===== src/rtl/ex_ctrl_pkg.sv =====
// Shared types and defaults for the Execute-stage hazard controller:
// FSM state encoding, forwarding-mux encodings and pipeline slot records.
package ex_ctrl_pkg;

    // Default datapath / branch-target width.
    localparam int XLEN_DEF  = 64;
    // Default performance-counter width.
    localparam int CNT_W_DEF = 32;

    // Last action taken by the controller. Recorded only; never gates detection.
    typedef enum logic [1:0] {
        RUN   = 2'd0,
        STALL = 2'd1,
        FLUSH = 2'd2
    } ctrl_state_e;

    // Operand source select for the instruction currently in EX.
    //   FWD_RF  : value read from the register file in ID
    //   FWD_WB  : value produced by the instruction now in MEM/WB
    //   FWD_MEM : value produced by the instruction now in EX/MEM
    typedef enum logic [1:0] {
        FWD_RF  = 2'b00,
        FWD_WB  = 2'b01,
        FWD_MEM = 2'b10
    } fwd_sel_e;

    // Destination-tracking record for the instruction in EX.
    typedef struct packed {
        logic       v;
        logic [4:0] rd;
        logic       mem_read;
        logic       reg_write;
        logic       is_branch;
    } ex_slot_t;

    // Destination-tracking record for the instruction in MEM.
    typedef struct packed {
        logic       v;
        logic [4:0] rd;
        logic       reg_write;
    } mem_slot_t;

    // True when a live producer writing rd matches a source index.
    // x0 is hard-wired to zero, so it never matches.
    function automatic logic rd_hit(input logic       live,
                                    input logic [4:0] rd,
                                    input logic [4:0] src);
        return live && (rd != 5'd0) && (rd == src);
    endfunction

endpackage


===== src/rtl/ex_forward_sel.sv =====
// Operand forwarding comparator for one source register. The producer in
// EX (youngest) takes priority over the producer in MEM. Purely
// combinational; the caller registers the result when ID is accepted.
module ex_forward_sel
    import ex_ctrl_pkg::*;
(
    input  logic       op_used,
    input  logic [4:0] src,
    input  logic       ex_v,
    input  logic       ex_reg_write,
    input  logic [4:0] ex_rd,
    input  logic       mem_v,
    input  logic       mem_reg_write,
    input  logic [4:0] mem_rd,
    output logic [1:0] sel
);

    logic ex_match;
    logic mem_match;

    assign ex_match  = rd_hit(ex_v && ex_reg_write, ex_rd, src);
    assign mem_match = rd_hit(mem_v && mem_reg_write, mem_rd, src);

    // Priority select: youngest producer wins, unused operands read the RF.
    always_comb begin
        sel = FWD_RF;
        if (op_used) begin
            if (ex_match) begin
                sel = FWD_MEM;
            end else if (mem_match) begin
                sel = FWD_WB;
            end
        end
    end

endmodule


===== src/rtl/ex_hazard_controller.sv =====
// Execute-stage hazard controller. Tracks the instructions in EX and MEM,
// detects load-use hazards and taken branches, drives PC / IF/ID / ID/EX
// control, selects operand forwarding for the next instruction in EX, and
// counts stall and flush events with saturating counters.
//
// Priority: a taken branch squashes the younger instruction in ID anyway,
// so it overrides a simultaneous load-use stall, which is then neither
// applied nor counted.
module ex_hazard_controller
    import ex_ctrl_pkg::*;
#(
    parameter int XLEN  = XLEN_DEF,
    parameter int CNT_W = CNT_W_DEF
) (
    input  logic             clk,
    input  logic             reset,
    input  logic             id_valid,
    input  logic [4:0]       id_rs1,
    input  logic [4:0]       id_rs2,
    input  logic [4:0]       id_rd,
    input  logic             id_uses_rs2,
    input  logic             id_mem_read,
    input  logic             id_reg_write,
    input  logic             id_is_branch,
    input  logic             ex_zero,
    input  logic [XLEN-1:0]  ex_target,
    output logic             pc_write,
    output logic             ifid_write,
    output logic             ifid_flush,
    output logic             idex_bubble,
    output logic             pc_sel,
    output logic [XLEN-1:0]  pc_target,
    output logic [1:0]       fwd_a,
    output logic [1:0]       fwd_b,
    output logic [CNT_W-1:0] stall_cnt,
    output logic [CNT_W-1:0] flush_cnt
);

    ex_slot_t    ex_q;
    mem_slot_t   mem_q;
    ctrl_state_e state;

    logic       load_use;
    logic       branch_taken;
    logic       stall;
    logic       accept;
    logic [1:0] sel_a;
    logic [1:0] sel_b;

    // Hazard detection against the instruction currently in EX.
    always_comb begin
        load_use     = id_valid
                       && (rd_hit(ex_q.v && ex_q.mem_read, ex_q.rd, id_rs1)
                           || (id_uses_rs2
                               && rd_hit(ex_q.v && ex_q.mem_read, ex_q.rd, id_rs2)));
        branch_taken = ex_q.v && ex_q.is_branch && ex_zero;
        stall        = load_use && !branch_taken;
    end

    // ID moves into EX only when something valid is there and no bubble is forced.
    assign accept = id_valid && !branch_taken && !load_use;

    // Same-cycle pipeline control; branch redirect outranks the load-use stall.
    always_comb begin
        pc_write    = 1'b1;
        ifid_write  = 1'b1;
        ifid_flush  = 1'b0;
        idex_bubble = 1'b0;
        pc_sel      = 1'b0;
        pc_target   = '0;
        if (branch_taken) begin
            ifid_flush  = 1'b1;
            idex_bubble = 1'b1;
            pc_sel      = 1'b1;
            pc_target   = ex_target;
        end else if (load_use) begin
            pc_write    = 1'b0;
            ifid_write  = 1'b0;
            idex_bubble = 1'b1;
        end
    end

    // Operand comparators for the instruction waiting in ID.
    ex_forward_sel u_fwd_rs1 (
        .op_used       (1'b1),
        .src           (id_rs1),
        .ex_v          (ex_q.v),
        .ex_reg_write  (ex_q.reg_write),
        .ex_rd         (ex_q.rd),
        .mem_v         (mem_q.v),
        .mem_reg_write (mem_q.reg_write),
        .mem_rd        (mem_q.rd),
        .sel           (sel_a)
    );

    ex_forward_sel u_fwd_rs2 (
        .op_used       (id_uses_rs2),
        .src           (id_rs2),
        .ex_v          (ex_q.v),
        .ex_reg_write  (ex_q.reg_write),
        .ex_rd         (ex_q.rd),
        .mem_v         (mem_q.v),
        .mem_reg_write (mem_q.reg_write),
        .mem_rd        (mem_q.rd),
        .sel           (sel_b)
    );

    // Advance the EX and MEM tracking slots; a rejected ID becomes a bubble in EX.
    always_ff @(posedge clk) begin
        if (reset) begin
            ex_q  <= '0;
            mem_q <= '0;
        end else begin
            mem_q.v         <= ex_q.v;
            mem_q.rd        <= ex_q.rd;
            mem_q.reg_write <= ex_q.reg_write;
            if (accept) begin
                ex_q.v         <= 1'b1;
                ex_q.rd        <= id_rd;
                ex_q.mem_read  <= id_mem_read;
                ex_q.reg_write <= id_reg_write;
                ex_q.is_branch <= id_is_branch;
            end else begin
                ex_q <= '0;
            end
        end
    end

    // Forwarding selects travel with the instruction into EX; bubbles read the RF.
    always_ff @(posedge clk) begin
        if (reset) begin
            fwd_a <= FWD_RF;
            fwd_b <= FWD_RF;
        end else if (accept) begin
            fwd_a <= sel_a;
            fwd_b <= sel_b;
        end else begin
            fwd_a <= FWD_RF;
            fwd_b <= FWD_RF;
        end
    end

    // Saturating event counters: applied stalls and taken branches.
    always_ff @(posedge clk) begin
        if (reset) begin
            stall_cnt <= '0;
            flush_cnt <= '0;
        end else begin
            if (stall && (stall_cnt != '1)) begin
                stall_cnt <= stall_cnt + CNT_W'(1);
            end
            if (branch_taken && (flush_cnt != '1)) begin
                flush_cnt <= flush_cnt + CNT_W'(1);
            end
        end
    end

    // Record of the last action taken: FLUSH > STALL > RUN.
    always_ff @(posedge clk) begin
        if (reset) begin
            state <= RUN;
        end else if (branch_taken) begin
            state <= FLUSH;
        end else if (load_use) begin
            state <= STALL;
        end else begin
            state <= RUN;
        end
    end

    // Any stall or flush leaves a bubble behind it, so EX must be empty then.
    always_ff @(posedge clk) begin
        if (!reset) begin
            assert (state == RUN || !ex_q.v);
        end
    end

endmodule


===== config.mk =====
export PLATFORM = sky130hd
export DESIGN_NAME = ex_hazard_controller
export DESIGN_NICKNAME = d
export VERILOG_FILES = /design/src/rtl/ex_ctrl_pkg.sv /design/src/rtl/ex_forward_sel.sv /design/src/rtl/ex_hazard_controller.sv
export SDC_FILE = /design/constraint.sdc
export NUM_CORES = 1
export LEC_CHECK = 0
export ABC_AREA = 1
export CORE_MARGIN = 3
export CORE_UTILIZATION = 25
export DETAILED_ROUTE_END_ITERATION = 7
export GPL_TIMING_DRIVEN = 0
export MAX_ROUTING_LAYER = met4
export PLACE_DENSITY = 0.65
export SETUP_SLACK_MARGIN = 0.3
export SYNTH_ARGS = -nofsm -noshare
export SYNTH_HDL_FRONTEND = slang
export SYNTH_SLANG_ARGS = --single-unit

===== constraint.sdc =====
create_clock -name clk -period 1.7 [get_ports clk]
set_input_delay 0.17 -clock clk [delete_from_list [all_inputs] [get_ports clk]]
set_output_delay 0.17 -clock clk [all_outputs]
set_load 0.1 [all_outputs]

---- After elaboration in Yosys (flattened, before gate mapping) ----
Cells that the tools add are included.
word-level totals
  output and inout bits ................... 137
  word-level logic and storage cells ...... 65
  flip-flop bits (word level) ............. 84
  input bits .............................. 87
operators by class
  reductions and logical operators ........ 30
  mux-type cells .......................... 11
  eq/ne operators ......................... 6
  bitwise gates (word level) .............. 2
  add/subtract/negate cells ............... 2
operator list
  kind                                                             number
  32-bit by 1-bit adder with 32-bit output, second input constant  2
  64-bit two-way mux                                               1
  32-bit != test, second input constant                            2
  1-bit logical AND                                                21
  5-bit equality test                                              4
  5-bit nonzero test                                               2
  9-bit two-way mux                                                1
  1-bit two-way mux                                                7
  3-bit OR reduction                                               2
  2-bit two-way mux                                                2
  4-bit OR reduction                                               1
  1-bit logical NOT                                                2
  1-bit inverter                                                   2
  2-bit OR reduction                                               1
  1-bit logical OR                                                 1

---- Longest topological paths before layout ----
Gate-level depths: netlist of the first run.
  depth in word-level cells ............... 10
  depth in mapped cells ................... 13
  mapped depth without buffers ............ 13

---- Hierarchy ----
Synthesis of the first run repeated with hierarchy kept, for this count alone.
second synthesis, totals
  cell total of the unflattened synthesis .. 1015
  area, all modules ....................... 5723.0 um^2
by module, submodules not included
  module                cells each  seq. area each (um^2)  times used  area an instance (um^2)
  ex_hazard_controller  901         1681.6                 1           5250.0
  ex_forward_sel        57          0.0                    2           236.5

---- Least setup slack after synthesis of the first run ----
Ideal clock, no wire load.
  path type ............................... reg-to-output
  from .................................... register ex_q[0] in the netlist's numbering
  to ...................................... output port pc_target[13]
  arrival ................................. 3.677 ns
  buffers on the path ..................... 2
  data required time ...................... 1.530 ns
  cell stages (with the launch flop) ...... 7
  path slack .............................. -2.147 ns
  path through ............................ dfxtp_1 > nand2_1 > nor2_1 > inv_1 > clkbuf_1 > buf_1 > nor2_1
on the way
  longest elaborated chain between the ends .. 3
ends and longest elaborated chain
  item                            RTL line                    source
  start: declaration              ex_hazard_controller.sv:39  ex_slot_t ex_q;
  1-bit logical AND (2 in a row)  ex_hazard_controller.sv:56  branch_taken = ex_q.v && ex_q.is_branch && ex_zero;
  64-bit two-way mux              ex_hazard_controller.sv:71  if (branch_taken) begin
  end: declaration                ex_hazard_controller.sv:32  output logic [XLEN-1:0] pc_target,
No other way between the ends.

---- Final worst setup path of the first run ----
  from .................................... register ex_q[7] in the netlist's numbering
  to ...................................... output port idex_bubble
on the way
  longest elaborated chain between the ends .. 8
  elaborated cells between the ends (all ways) .. 11
  those cells by class .................... eq/ne: 2; mux: 2; reduce/logical: 7
ends and longest elaborated chain
  item                            RTL line                    source
  5-bit nonzero test              ex_ctrl_pkg.sv:48           return live && (rd != 5'd0) && (rd == src);
  1-bit logical AND (2 in a row)  ex_ctrl_pkg.sv:48
  1-bit logical AND               ex_hazard_controller.sv:55  && rd_hit(ex_q.v && ex_q.mem_read, ex_q.rd, id_rs2)));
  1-bit logical OR *              ex_hazard_controller.sv:54  || (id_uses_rs2
  1-bit logical AND *             ex_hazard_controller.sv:53  && (rd_hit(ex_q.v && ex_q.mem_read, ex_q.rd, id_rs1)
  1-bit two-way mux *             ex_hazard_controller.sv:76  end else if (load_use) begin
  1-bit two-way mux *             ex_hazard_controller.sv:71
  end: declaration                ex_hazard_controller.sv:30  output logic idex_bubble,
Every way passes the cells marked *; elsewhere a longest branch is shown, timed or not.

==> results of run 1 <==
## placed cells by master (no fill, tap or decap), types with 4 or more instances in the layout
cell type,count
nor3_2,5
dfxtp_1,13
nand3_4,8
inv_1,128
buf_1,4
nor2_1,122
xor2_1,14
nor3_1,9
clkdlybuf4s50_1,84
a21oi_2,20
nand3_1,22
inv_2,13
nor2_4,101
nand2_1,159
nor2_2,24
buf_8,8
nand3_2,15
buf_4,46
dfxtp_4,50
nand4_1,20
buf_16,10
nand2_4,20
o21ai_2,4
buf_12,77
nand2_2,41
nor3_4,7
clkbuf_16,21
xnor2_1,14
a21oi_1,9
dfxtp_2,21
buf_2,64
buf_6,23
## routing by layer
layer | up-vias | track usage [%]
met3 | 52 | 4.79
met1 | 3161 | 22.6
met5 | - | -
met4 | 0 | 4.99
li1 | 3346 | -
met2 | 259 | 36.0
## what timing repair did
action | CTS | global route
gates cloned | 18 | 1
gates resized for setup | 1145 | 125
pin swaps | 50 | 56
endpoints found under the setup margin | 214 | 149
buffers inserted | 52 | 17
## power groups by stage
stage / sequential (mW) / combinational (mW) / clock (mW)
3_3_place_gp: 1.96 / 0.557 / 0
5_1_grt: 1.92 / 0.745 / 2.13
6_report: 1.92 / 0.700 / 1.99
4_1_cts: 1.92 / 0.664 / 2.05
3_5_place_dp: 1.96 / 0.563 / 0
2_1_floorplan: 1.97 / 0.285 / 0
## state kept, by name, summed over array words and instances, names as in the netlist
register,flops
flush_cnt,32
fwd_b,2
ex_q,9
fwd_a,2
stall_cnt,32
mem_q,7
## cell families (layout without fill, tap and decap cells)
kind of cell             count (synthesis)  count (layout)
other                                    0               1
AND/OR/NAND/NOR                        560             562
flip-flops                              84              84
AO/OA/AOI/OAI                           44              44
buffers and inverters                  171             495
adder cells (fa/ha/maj)                  2               2
XOR/XNOR                                29              29
## critical path, stage by stage, from the launching register on
cell and delay (ns):
dfxtp_2 0.38, xor2_1 0.15, nor2_1 0.05, nand3_1 0.12, nand2_2 0.11, buf_4 0.15
a21oi_4 0.16, clkinvlp_4 0.11, buf_8 0.17
## area by class of cell
cell class              instances  share of cell area [%]
well taps                     270                    2.95
inverters                     145                    4.84
clock buffers                  10                    2.00
flip-flops and latches         84                    16.5
clock inverters                 6                   0.567
multi-input cells             637                    37.7
repair buffers                308                    31.8
plain buffers                  26                    3.53
diodes                          1                  0.0218
## worst paths after layout
check	from	endpoint	slack (ns)	depth (start not counted)
worst min register to register	ex_q[1]	mem_q[0]	0.42	2
worst max register to register	flush_cnt[1]	flush_cnt[19]	-0.12	12
worst min-delay path	id_rd[1]	ex_q[4]	0.34	3
worst max-delay path	ex_q[7]	idex_bubble	-0.24	8
## per-stage QoR
stage	instance area, um2	hold slack (ns)	setup TNS, ns	total power, mW	setup WS, ns
final	11500	0.335	-6.42	4.61	-0.238
after global routing	11500	0.332	-17.24	4.79	-0.328
after CTS	10800	0.324	-6.34	4.63	-0.276
after detailed placement	8790	0.413	-94.88	2.53	-1.26
after global placement	8790	0.414	-91.91	2.52	-1.24
after floorplan	6230	0.275	-29.83	2.25	-0.414
==> summary.txt, run 1 <==
Floorplanning
  • Die area: 22700 um2
  • Initial core utilization: 25.7%
  • Die span in x: 151 um
  • Ports: 224
  • Core Rows: 52
  • Core Box Area: 20400 um2
  • Die height: 151 um

Synth
  • Flops & latches, synth: 84
  • Post-synthesis mux area share: 0%
  • Synth Area in Adders: 0.479%
  • Syn_nets: 979
  • Post-synthesis sequential area ratio: 32.2%
  • Syn Area/Cell: 5.87 um2
  • Synth Instances: 890
  • Most common cell in the netlist: nor2_1
  • Mapped Area: 5230 um2
  • Largest area contributor in the netlist: dfxtp_1
  • Most used DFF post-synth: dfxtp_1
  • Post-Synth Simple-Gate Area: 44.8%
  • Main combinational cell family by area after synthesis: simple AND/OR/NAND/NOR gates
  • Most frequent cells after synthesis: nor2_1, nand2_1, inv_1
  • Yosys warnings: 0
  • Synth cell types: 32
  • Post-synth EDFFs: 0
  • Complex-gate fraction of the synthesized area: 4.38%
  • Post-synth top area share: 32.2%
  • Fraction of registers with async set/reset: 0%
  • XOR/XNOR Fraction of Synth Area: 4.86%
  • Top cells by area, synth: dfxtp_1, nor2_1, nand2_1

Power and ir drop
  • Sequential share of power: 41.6%
  • Peak supply drop: 0.441 mV
  • Power Density: 402 nW/um2
  • Sw power: 1.21 mW
  • Comb power frac: 15.2%
  • Leakage: 4.82 nW
  • Clock power share: 43.2%
  • Sw Ratio: 26.3%
  • Int Power: 3.40 mW

Routing
  • Residual DRC count: 0
  • DRT antenna net count: 0
  • Drt via density: 4.59
  • Top sig layer: met4
  • WL final: 23100 um
  • Initial DRT Pass Iterations: 5
  • WL met1: 8890 um
  • Detail Route met2 WL: 11900 um
  • Avg WL per Cell: 15.6 um
  • Metal3 WL: 1670 um
  • Vias post-DR: 6818
  • Initial DRC count: 278

Timing
  • Worst-Margin Slew: 0.859 ns
  • RSZ-0062 raised after global routing: true
  • Fmax: 516 MHz
  • Final setup skew: 0.00840 ns
  • Final min period: 1.94 ns
  • Final period util: 114%
  • Post-route setup slack: -0.238 ns
  • Fin. max-slew vios: 0
  • Normalized max-slew margin: 42.7%
  • Final hold viol count: 0
  • Setup violators final: 96

Global routing
  • Initial antenna violation count: 1
  • Largest net degree at the start of global routing: 15
  • First-pass GRT wire length: 35000 um
  • Total track usage: 20.1%
  • Total grt overflow: 0
  • Vias in the first global route: 6616

Clock tree
  • Max clock buf depth: 2
  • Clock transition at path regs: 0.06 ns
  • TritonCTS Buffers: 9
  • Root buffer cell: clkbuf_16
  • Sink Count: 84
  • Hold-fix buffer count after cts: 0
  • CTS tree: done
  • Htree depth: 3
  • Skew-Pair Late Insertion Delay: 0.35 ns

Worst setup path
  • WS Path Type: reg -> out
  • CP required: 1.53 ns
  • Critical Path End Type: primary output
  • CP arrival: 1.77 ns
  • Worst setup SP type: flop
  • Critical path peak fanout: 4

Cells and area
  • Fin nets: 1300
  • Area growth syn-to-layout: 119%
  • Share of layout cells above drive strength 1: 49.7%
  • Footprint of the multi-input gates: 4330 um2
  • FILL cells: 1770
  • Final Util: 56.3%
  • Register area: 1900 um2
  • Fin cells: 1487

Run status
  • Run status: finished with violations
  • Violated checks: setup timing

Run
  • MaxCap Viol Count: 0

Place
  • Gpl congestion: 0.910
  • PortBufs: 222
  • Post-placement cell count: 1382
  • Detailed Place HPWL: 15200 um

Min path
  • Hold Path Class: in -> reg
No activity file was read; power rests on OpenSTA's default activity.
==> run 2, diff against run 1 <==
--- a/config.mk
+++ b/config.mk
@@ -6,6 +6,7 @@
 export NUM_CORES = 1
 export LEC_CHECK = 0
 export ABC_AREA = 1
+export CORE_ASPECT_RATIO = 0.9
 export CORE_MARGIN = 3
 export CORE_UTILIZATION = 25
 export DETAILED_ROUTE_END_ITERATION = 7
==> run 2 against run 1 <==
The flow still finishes with violations (setup timing). Via count grew 0.13%. Largest cell class unchanged. Final cell count decreased by 1.2%. Maximum frequency is 0.75% lower. Sequential cell count unchanged.
==> summary.txt, run 2 (synthesis gave the netlist of run 1 again) <==
Run status
  • Run status: finished with violations (unchanged)
  • Violated checks: setup timing (unchanged)

Cells and area
  • Commonest cells after routing, fill and taps aside: nand2_1, inv_1, nor2_1 (unchanged)
  • Final instance area: 11400 um2 (was 11500 um2)
  • Regs by FF count: flush_cnt: 32 flops, stall_cnt: 32 flops, ex_q: 9 flops (unchanged)
  • Area growth syn-to-layout: 118% (was 119%)
  • Commonest non-fill, non-tap cell in the layout: nand2_1 (unchanged)
  • Share of layout cells above drive strength 1: 48.1% (was 49.7%)
  • Fin nets: 1297 (was 1300)

Timing
  • Fmax: 512 MHz (was 516 MHz)
  • Hold slack: 0.327 ns (was 0.335 ns)
  • Final period util: 115% (was 114%)
  • Final min period: 1.95 ns (was 1.94 ns)
  • Final hold viol count: 0 (unchanged)
  • Final setup skew: 0.00827 ns (was 0.00840 ns)
  • Worst-Margin Slew: 0.764 ns (was 0.859 ns)
  • Normalized max-slew margin: 49.1% (was 42.7%)
  • Setup violators final: 127 (was 96)
  • Post-route setup slack: -0.253 ns (was -0.238 ns)
  • RSZ-0062 raised after global routing: true (unchanged)
  • Fin Setup TNS: -9.36 ns (was -6.42 ns)
  • Fin. max-slew vios: 0 (unchanged)

Routing
  • DRT antenna net count: 0 (unchanged)
  • Initial DRT Pass Iterations: 5 (unchanged)
  • Avg WL per Cell: 16.0 um (was 15.6 um)
  • Residual DRC count: 0 (unchanged)
  • Initial DRC count: 331 (was 278)
  • WL final: 23500 um (was 23100 um)
  • Drt via density: 4.65 (was 4.59)
  • Vias post-DR: 6827 (was 6818)

Global routing
  • Largest net degree at the start of global routing: 15 (unchanged)
  • Initial antenna violation count: 1 (unchanged)
  • Total grt overflow: 0 (unchanged)
  • First-pass GRT wire length: 34100 um (was 35000 um)
  • Total track usage: 19.7% (was 20.1%)
  • Vias in the first global route: 6519 (was 6616)

Floorplanning
  • Die height: 143 um (was 151 um)
  • Die span in x: 158 um (was 151 um)
  • Core Rows: 49 (was 52)
  • Core Box Area: 20200 um2 (was 20400 um2)
  • Die area: 22700 um2 (about the same)
  • Ports: 224 (unchanged)
  • Initial core utilization: 25.8% (was 25.7%)

Place
  • Placement Cell Area: 8770 um2 (was 8790 um2)
  • Worst slack, placed: -1.33 ns (was -1.26 ns)
  • Detailed Place HPWL: 15600 um (was 15200 um)
  • PortBufs: 222 (unchanged)
  • Gpl congestion: 0.920 (was 0.910)

Worst setup path
  • R2R setup slack: -0.22 ns (was -0.12 ns)
  • WS Path Type: reg -> out (unchanged)
  • CP required: 1.53 ns (about the same)
  • FF-to-FF Start: ex_q[5] (was flush_cnt[1])
  • Cell count of the worst reg-to-reg path: 15 (was 12)
  • Critical path peak fanout: 4 (unchanged)
  • Critical Path End Type: primary output (unchanged)
  • FF-to-FF End: stall_cnt[9] (was flush_cnt[19])
  • CP arrival: 1.78 ns (was 1.77 ns)
  • Worst setup SP type: flop (unchanged)

Clock tree
  • Root buffer cell: clkbuf_16 (unchanged)
  • TritonCTS Buffers: 9 (unchanged)
  • CTS tree: done (unchanged)
  • Clock transition at path regs: 0.06 ns (about the same)
  • Skew-Pair Late Insertion Delay: 0.34 ns (was 0.35 ns)
  • Hold-fix buffer count after cts: 0 (unchanged)
  • Sink Count: 84 (unchanged)
  • Htree depth: 3 (unchanged)
  • Max clock buf depth: 2 (unchanged)

Min path
  • WHS Path Cells: 6 (was 3)
  • Worst hold start: id_rs1[0] (was id_rd[1])
  • Hold Path End: fwd_a[0] (was ex_q[4])
  • Hold Path Class: in -> reg (unchanged)

Power and ir drop
  • Leakage: 4.94 nW (was 4.82 nW)
  • Power Density: 403 nW/um2 (was 402 nW/um2)
  • Peak supply drop: 0.460 mV (was 0.441 mV)

Run
  • MaxCap Viol Count: 0 (unchanged)
[run 2: cell types whose count changed in the layout (fill, tap and decap cells not counted), moves of 4 or more]
| cell | change |
|---|---|
| clkdlybuf4s50_1 | -6 |
| dlymetal6s2s_1 | +5 |
| inv_2 | -4 |
| nand2_1 | +11 |
| nand2_2 | -10 |
| nor2_1 | +4 |
| nor2_2 | -8 |
| nor2_4 | +4 |
[run 2: worst max-delay path, cell delays in order, from the launching register on]
cell	delay [ns]
dfxtp_4	0.36
inv_2	0.06
nand2_2	0.05
nand2_2	0.08
nor2_4	0.05
nand4_1	0.12
nand2_4	0.09
buf_4	0.15
a21oi_4	0.18
clkinvlp_4	0.13
buf_12	0.17
[run 2: cell type report]
class	instances	area (um2)
tap	255	319
buffer	26	393
sequential	84	1900
multi-input combinational	636	4290
clock inverter	5	53.8
antenna	1	2.50
fill	1746	8850
timing repair buffer	306	3630
clock buffer	11	233
inverter	145	562
[run 2: timing repair]
action / in CTS / in global routing
endpoints found under the setup margin: 214 / 155
pin swaps: 41 / 69
resized for setup: 1101 / 165
gates cloned: 15 / 3
setup buffers: 52 / 15
[run 2: per-stage QoR]
stage          util, %  instances  total power, mW
5_1_grt           56.3       1469             4.77
2_1_floorplan        -        890             2.25
4_1_cts           52.3       1450             4.60
3_5_place_dp      43.3       1367             2.52
6_report          56.3       1469             4.59
3_3_place_gp      43.3       1367             2.52
[run 2: worst max path at each step]
stage	from	to	slack (ns)	cells past startpoint
2_1_floorplan	ex_q[0]	pc_target[10]	-0.41	6
3_3_place_gp	id_rs2[2]	pc_write	-1.31	11
3_5_place_dp	id_rs2[2]	pc_write	-1.33	11
4_1_cts	ex_q[6]	pc_write	-0.28	10
5_1_grt	ex_q[7]	pc_write	-0.34	8
6_report	ex_q[5]	idex_bubble	-0.25	10
[run 2: per-layer routing]
metal | GRT usage (%) | wire length (um) | vias up
met1 | 23.2 | 9390 | 3164
met5 | - | 0 | -
li1 | - | - | 3353
met2 | 34.1 | 12000 | 279
met3 | 4.27 | 1630 | 31
met4 | 5.02 | 524 | 0
[run 2: report_power, final]
part           switching (mW)  internal [mW]  leakage, nW
Clock                   0.839           1.14        0.143
Sequential             0.0137           1.90        0.729
Combinational           0.348          0.351         4.07
Total                    1.20           3.39         4.94
